File: config.mk
export PLATFORM = sky130hd
export DESIGN_NAME = register_crypt_serial
export DESIGN_NICKNAME = d
export VERILOG_FILES = /design/src/rtl/register_crypt_serial.sv
export SDC_FILE = /design/constraint.sdc
export NUM_CORES = 1
export LEC_CHECK = 0
export ABC_AREA = 1
export CAP_MARGIN = 20
export CORE_ASPECT_RATIO = 0.8
export CORE_MARGIN = 2
export CORE_UTILIZATION = 46
export CTS_CLUSTER_SIZE = 24
export DETAILED_ROUTE_END_ITERATION = 16
export HOLD_SLACK_MARGIN = 0.1
export PLACE_DENSITY = 0.8
export SLEW_MARGIN = 10
export SYNTH_ARGS = -nofsm -noshare
export SYNTH_HDL_FRONTEND = slang
export SYNTH_SLANG_ARGS = --single-unit
export TNS_END_PERCENT = 1
File: constraint.sdc
create_clock -name clk -period 2 [get_ports clk]
set_clock_uncertainty 0.1 [all_clocks]
set_input_delay 0.4 -clock clk [delete_from_list [all_inputs] [get_ports clk]]
set_output_delay 0.4 -clock clk [all_outputs]
set_load 0.05 [all_outputs]
File: src/rtl/register_crypt_serial.sv
// register_crypt_serial: operand register with parallel/chunked load and LSB-first bit-serial shift-out.
// Define REGISTER_CRYPT_ROTATE_EN to make shifts rotate (C_ex[0] re-enters at the MSB) instead of zero-filling.
module register_crypt_serial #(
  parameter int WIDTH = 32,
  parameter int CHUNK = 8
) (
  input  logic                       clk,
  input  logic                       rstb,
  input  logic                       ena,
  input  logic                       clear,
  input  logic                       load,
  input  logic [WIDTH-1:0]           R_i,
  input  logic                       wr_valid,
  input  logic [CHUNK-1:0]           wr_data,
  output logic                       wr_ready,
  input  logic                       shift,
  output logic [WIDTH-1:0]           C_ex,
  output logic                       bit_o,
  output logic                       full,
  output logic [$clog2(WIDTH+1)-1:0] bits_left,
  output logic                       done
);
  localparam int BW = $clog2(WIDTH + 1);
  localparam int NC = WIDTH / CHUNK;
  localparam int CW = $clog2(NC + 1);
  typedef enum logic [1:0] {IDLE, FILL, READY} state_t;
  state_t          state_q;
  logic [WIDTH-1:0] c_q;
  logic [BW-1:0]    bits_q;
  logic [CW-1:0]    cnt_q;
  logic             done_q;
  logic             fill_d;
`ifdef REGISTER_CRYPT_ROTATE_EN
  assign fill_d = c_q[0];
`else
  assign fill_d = 1'b0;
`endif
  assign wr_ready  = ena && state_q != READY;
  assign C_ex      = c_q;
  assign bit_o     = c_q[0];
  assign full      = state_q == READY;
  assign bits_left = bits_q;
  assign done      = done_q;
  // done defaults low whenever enabled, so it is a single-cycle pulse; ena low holds it.
  always_ff @(posedge clk) begin
    if (!rstb) begin
      c_q     <= '0;
      state_q <= IDLE;
      cnt_q   <= '0;
      bits_q  <= '0;
      done_q  <= 1'b0;
    end else if (ena) begin
      done_q <= 1'b0;
      if (!clear) begin
        c_q     <= '0;
        state_q <= IDLE;
        cnt_q   <= '0;
        bits_q  <= '0;
      end else if (load) begin
        c_q     <= R_i;
        bits_q  <= BW'(WIDTH);
        cnt_q   <= '0;
        state_q <= READY;
      end else if (wr_valid && state_q != READY) begin
        c_q <= {wr_data, c_q[WIDTH-1:CHUNK]};
        if (cnt_q == CW'(NC - 1)) begin
          state_q <= READY;
          bits_q  <= BW'(WIDTH);
          cnt_q   <= '0;
        end else begin
          state_q <= FILL;
          cnt_q   <= cnt_q + 1'b1;
        end
      end else if (shift && state_q == READY) begin
        c_q    <= {fill_d, c_q[WIDTH-1:1]};
        bits_q <= bits_q - 1'b1;
        if (bits_q == BW'(1)) begin
          state_q <= IDLE;
          done_q  <= 1'b1;
        end
      end
    end
  end
endmodule
# Yosys cells after proc, flatten, opt, wreduce, memory -nomap -nowiden
# Index checks and enable logic that the tools add are counted.
# W data, S select, Z words.
# classes
n_reduce_logical	7
muxes	24
add_sub_neg	2
n_eq_ne	8
# ops
op	count
$mux W32	4
$mux W6	5
$mux W2	6
$mux W3	4
$ne A4 B1 Y1 const B	2
$eq A6 B1 Y1 const B	1
$reduce_and A3 Y1	2
$sub A6 B1 Y6 const B	1
$mux W1	5
$ne A4 B3 Y1 const B	1
$reduce_and A2 Y1	2
$add A3 B1 Y3 const B	1
$eq A3 B2 Y1 const B	1
$logic_and A1 B1 Y1	3
$ne A3 B1 Y1 const B	1
$eq A2 B2 Y1 const B	1
$ne A2 B2 Y1 const B	1
# word_totals
wordCells	46
register_bits	44
inputBits	47

# Longest topological paths before layout
# depth
word_depth	6
depth_mapped	11
mapped_depth_nobuf	10

# Least setup slack after synthesis
# Ideal clock, no wire load.
# synth_path
path_type	register to output
start	register state_q[1]
end	output port wr_ready
required_ns	1.500
arrival_time_ns	1.505
n_path_buf	0
slack_ns	-0.005
stages_incl_launch_ff	4
path_cell_list	dfxtp_1 -> inv_1 -> nor2_1 -> nor2_1
# synth_via
elab_chain_cells	2
# synth_lines
element	line_no	rtl
start, declared	27	state_t state_q;
start signal, assigned	48	state_q <= IDLE;
start signal, assigned	56	state_q <= IDLE;
start signal, assigned	63	state_q <= READY;
$ne A2 B2 Y1	38	assign wr_ready = ena && state_q != READY;
$logic_and A1 B1 Y1	38	
end, declared	15	output logic wr_ready,
# Every way passes these cells.

# Worst setup path in the final report
# layout_path
start	register c_q[30] (netlist: C_ex[30])
end	output port C_ex[30]
# layout_rtl
element	line_no	rtl
start, declared	28	logic [WIDTH-1:0] c_q;
start signal, assigned	60	c_q <= R_i;
start signal, assigned	65	c_q <= {wr_data, c_q[WIDTH-1:CHUNK]};
start signal, assigned	75	c_q <= {fill_d, c_q[WIDTH-1:1]};
end, declared	17	output logic [WIDTH-1:0] C_ex,
# No word-level cell between the ends.

==> out/results.tsv <==
stage	metric	value	unit
status	status	complete, no violations	
global_routing	grt_usage	0.252	
min_path	worstHoldPathType	register to register	
routing	first_iter_violations	156	
routing	vias	3110	
clocking	post_cts_buffers	0	
worst_setup_path	max_stage_delay	0.81	ns
floorplanning	core	5560	sq um
placement	place.gp.congestion	0.945	
power	leakage	1.86	nW
floorplanning	io_pins	89	
floorplanning	dieArea	6510	sq um
final_layout	layout_common_cells	nand2_1 (217), inv_1 (53), clkdlybuf4s50_1 (47), buf_4 (47), dfxtp_1 (44)	
global_routing	grt_max_degree	35	
global_routing	antenna_found_initial	0	
routing	drc_errors	0	
routing	avgRoutedWirePerCell	12.7	um
synth	synth_top_flop_cell	dfxtp_1	
placement	dp.cells	619	
floorplanning	rows	24	
synth	synthMuxAreaShare	0	
synth	syn_inst	461	
timing	finalCriticalPeriod	1.98	ns
worst_setup_path	startpoint	C_ex[30]	
final_layout	n_antenna_cell	0	
worst_setup_path	critPathMaxFanout	3	
worst_setup_path	crit_chain	clkdlybuf4s50_1	
synth	yosys_register_bits	44	
placement	port_buffers	88	
clocking	clkLatencyLatePin	0.31	ns
synth	yosys_warnings	0	
min_path	min_from	cnt_q[2]	
worst_setup_path	cp-end-kind	primary output	
worst_setup_path	cp_top_family	buffers and inverters	
placement	dpl.hpwl	5840	um
worst_setup_path	cp.required	1.50	ns
timing	relSlewSlack	0.662	
synth	synth.cell_area	2700	sq um
power	ir_drop	257	uV
floorplanning	die_h	72.5	um
synth	synth_xor_area_frac	0.00324	
timing	setup_tns	0	ns
final_layout	final_common_cell	nand2_1	
power	total_power	2.18	mW
final_layout	stdcell_count	627	
synth	synth_seq_area_share	0.326	
routing	vias_per_cell	4.96	
global_routing	grt_pass1_vias	2921	
timing	period_share	0.988	
synth	ys_types	23	
clocking	htree_levels	2	
synth	async_reset_ff_frac	0	
worst_setup_path	timing.rr.start	state_q[1]	
power	p_per_area	582	nW/um^2
floorplanning	dieWidth	89.7	um
clocking	cts_hold_buf	0	
synth	synth_top_family_by_area	simple AND/OR/NAND/NOR gates	
synth	syn_area_per_cell	5.86	sq um
routing	ant_nets	0	
run	cap_viol_max_count	0	
global_routing	gr-total-overflow	0	
timing	fmax	506	MHz
synth	synth_edf_count	0	
worst_setup_path	cp_slowest_cell	clkdlybuf4s50_1	
routing	wl	7990	um
synth	synth_adder_area_share	0.0139	
timing	setup_viol	0	
synth	synth_nets	511	
timing	grt_setup_unrepaired	false	
final_layout	area_growth	38.6	%
clocking	cts.sinks	44	
final_layout	nets	598	
routing	firstDrtPassIters	5	
clocking	cts_buffers	5	
clocking	cts_root_buf	clkbuf_8	
worst_setup_path	arrival	1.48	ns
worst_setup_path	cp_num_buf_inv	1	
clocking	tritoncts	built	
timing	tightest_slew	0.506	ns
worst_setup_path	path_class	register to primary output	
timing	maxSlewViolCount	0	
worst_setup_path	startpoint_type	register	
timing	whs	0.366	ns
timing	hold_viol	0	
synth	synth_compound_area_frac	0.0852	
clocking	cts_max_path_buffers	2	
clocking	ctsResizeCount	1	
clocking	clkSlewWorstSetupHoldPaths	0.08	ns
floorplanning	initial_core_util	0.486	
final_layout	fin_util	0.674	
global_routing	grt_pass1_wl	12900	um
final_layout	drive_gt1_frac	0.133	
synth	yosys.area_share.simple	0.440	
-- state kept, by name, indices dropped and copies added, names as in the netlist --
signal	cells
state_q	2
bits_left	6
cnt_q	3
done	1
C_ex	32
-- Yosys cell counts, types with 2 or more instances --
master | number | area [sq um]
nand2_1 | 217 | 815
inv_1 | 53 | 199
dfxtp_1 | 44 | 881
nand3_1 | 43 | 215
a21oi_1 | 41 | 205
nor2_1 | 15 | 56.3
clkbuf_1 | 12 | 45.0
o21ai_0 | 5 | 25.0
buf_2 | 4 | 20.0
buf_4 | 4 | 30.0
buf_6 | 4 | 45.0
nand2_2 | 4 | 25.0
ha_1 | 3 | 37.5
inv_2 | 2 | 7.51
nand4_1 | 2 | 12.5
-- cell type report --
cell class	instances	area, sq um
Tap cell	78	97.6
Timing Repair Buffer	104	990
Multi-Input combinational cell	337	1470
Sequential cell	44	881
Clock inverter	2	10.0
Clock buffer	6	82.6
Fill cell	491	1810
Inverter	56	215
-- report_power, final --
group	switching, mW	internal, mW	leakage, nW
Combinational	0.386	0.259	1.45
Clock	0.315	0.276	0.0510
Sequential	0.0319	0.909	0.358
-- path summary, 6_finish.rpt --
| path | end | slack [ns] | cells after the start |
|---|---|---|---|
| setup / recovery | C_ex[30] | 0.02 | 1 |
| hold / removal | cnt_q[2] | 0.37 | 2 |
| setup reg to reg | bits_left[5] | 0.38 | 9 |
| hold reg to reg | cnt_q[2] | 0.37 | 2 |
-- tightest hold or removal path, cell delays in order, from the launching register on --
cell and delay [ns]:
dfxtp_1 0.32, nand3_1 0.07, inv_1 0.03
-- routing by layer --
metal | global-route usage | vias to the layer above | part of all wire
li1 | - | 1585 | -
met1 | 0.348 | 1381 | 0.46
met2 | 0.402 | 133 | 0.44
met3 | 0.0398 | 11 | 0.084
met4 | 0.0813 | 0 | 0.015
met5 | 0 | - | 0
-- cells by family (layout without fill, tap and decap cells) --
| kind of cell | count (synthesis) | in the layout |
|---|---|---|
| flops | 44 | 44 |
| simple gates | 287 | 287 |
| xor+xnor | 1 | 1 |
| compound gates | 46 | 46 |
| buf+inv | 80 | 168 |
| fa+ha+maj | 3 | 3 |
-- metrics by stage --
step	setup slack, ns	cell area, sq um
floorplan	0.292	2700
global placement	0.0906	3640
detailed placement	0.0235	3640
CTS	0.00741	3740
global route	0.000958	3740
finish	0.0235	3740
No activity file was read; power rests on OpenSTA's default activity.
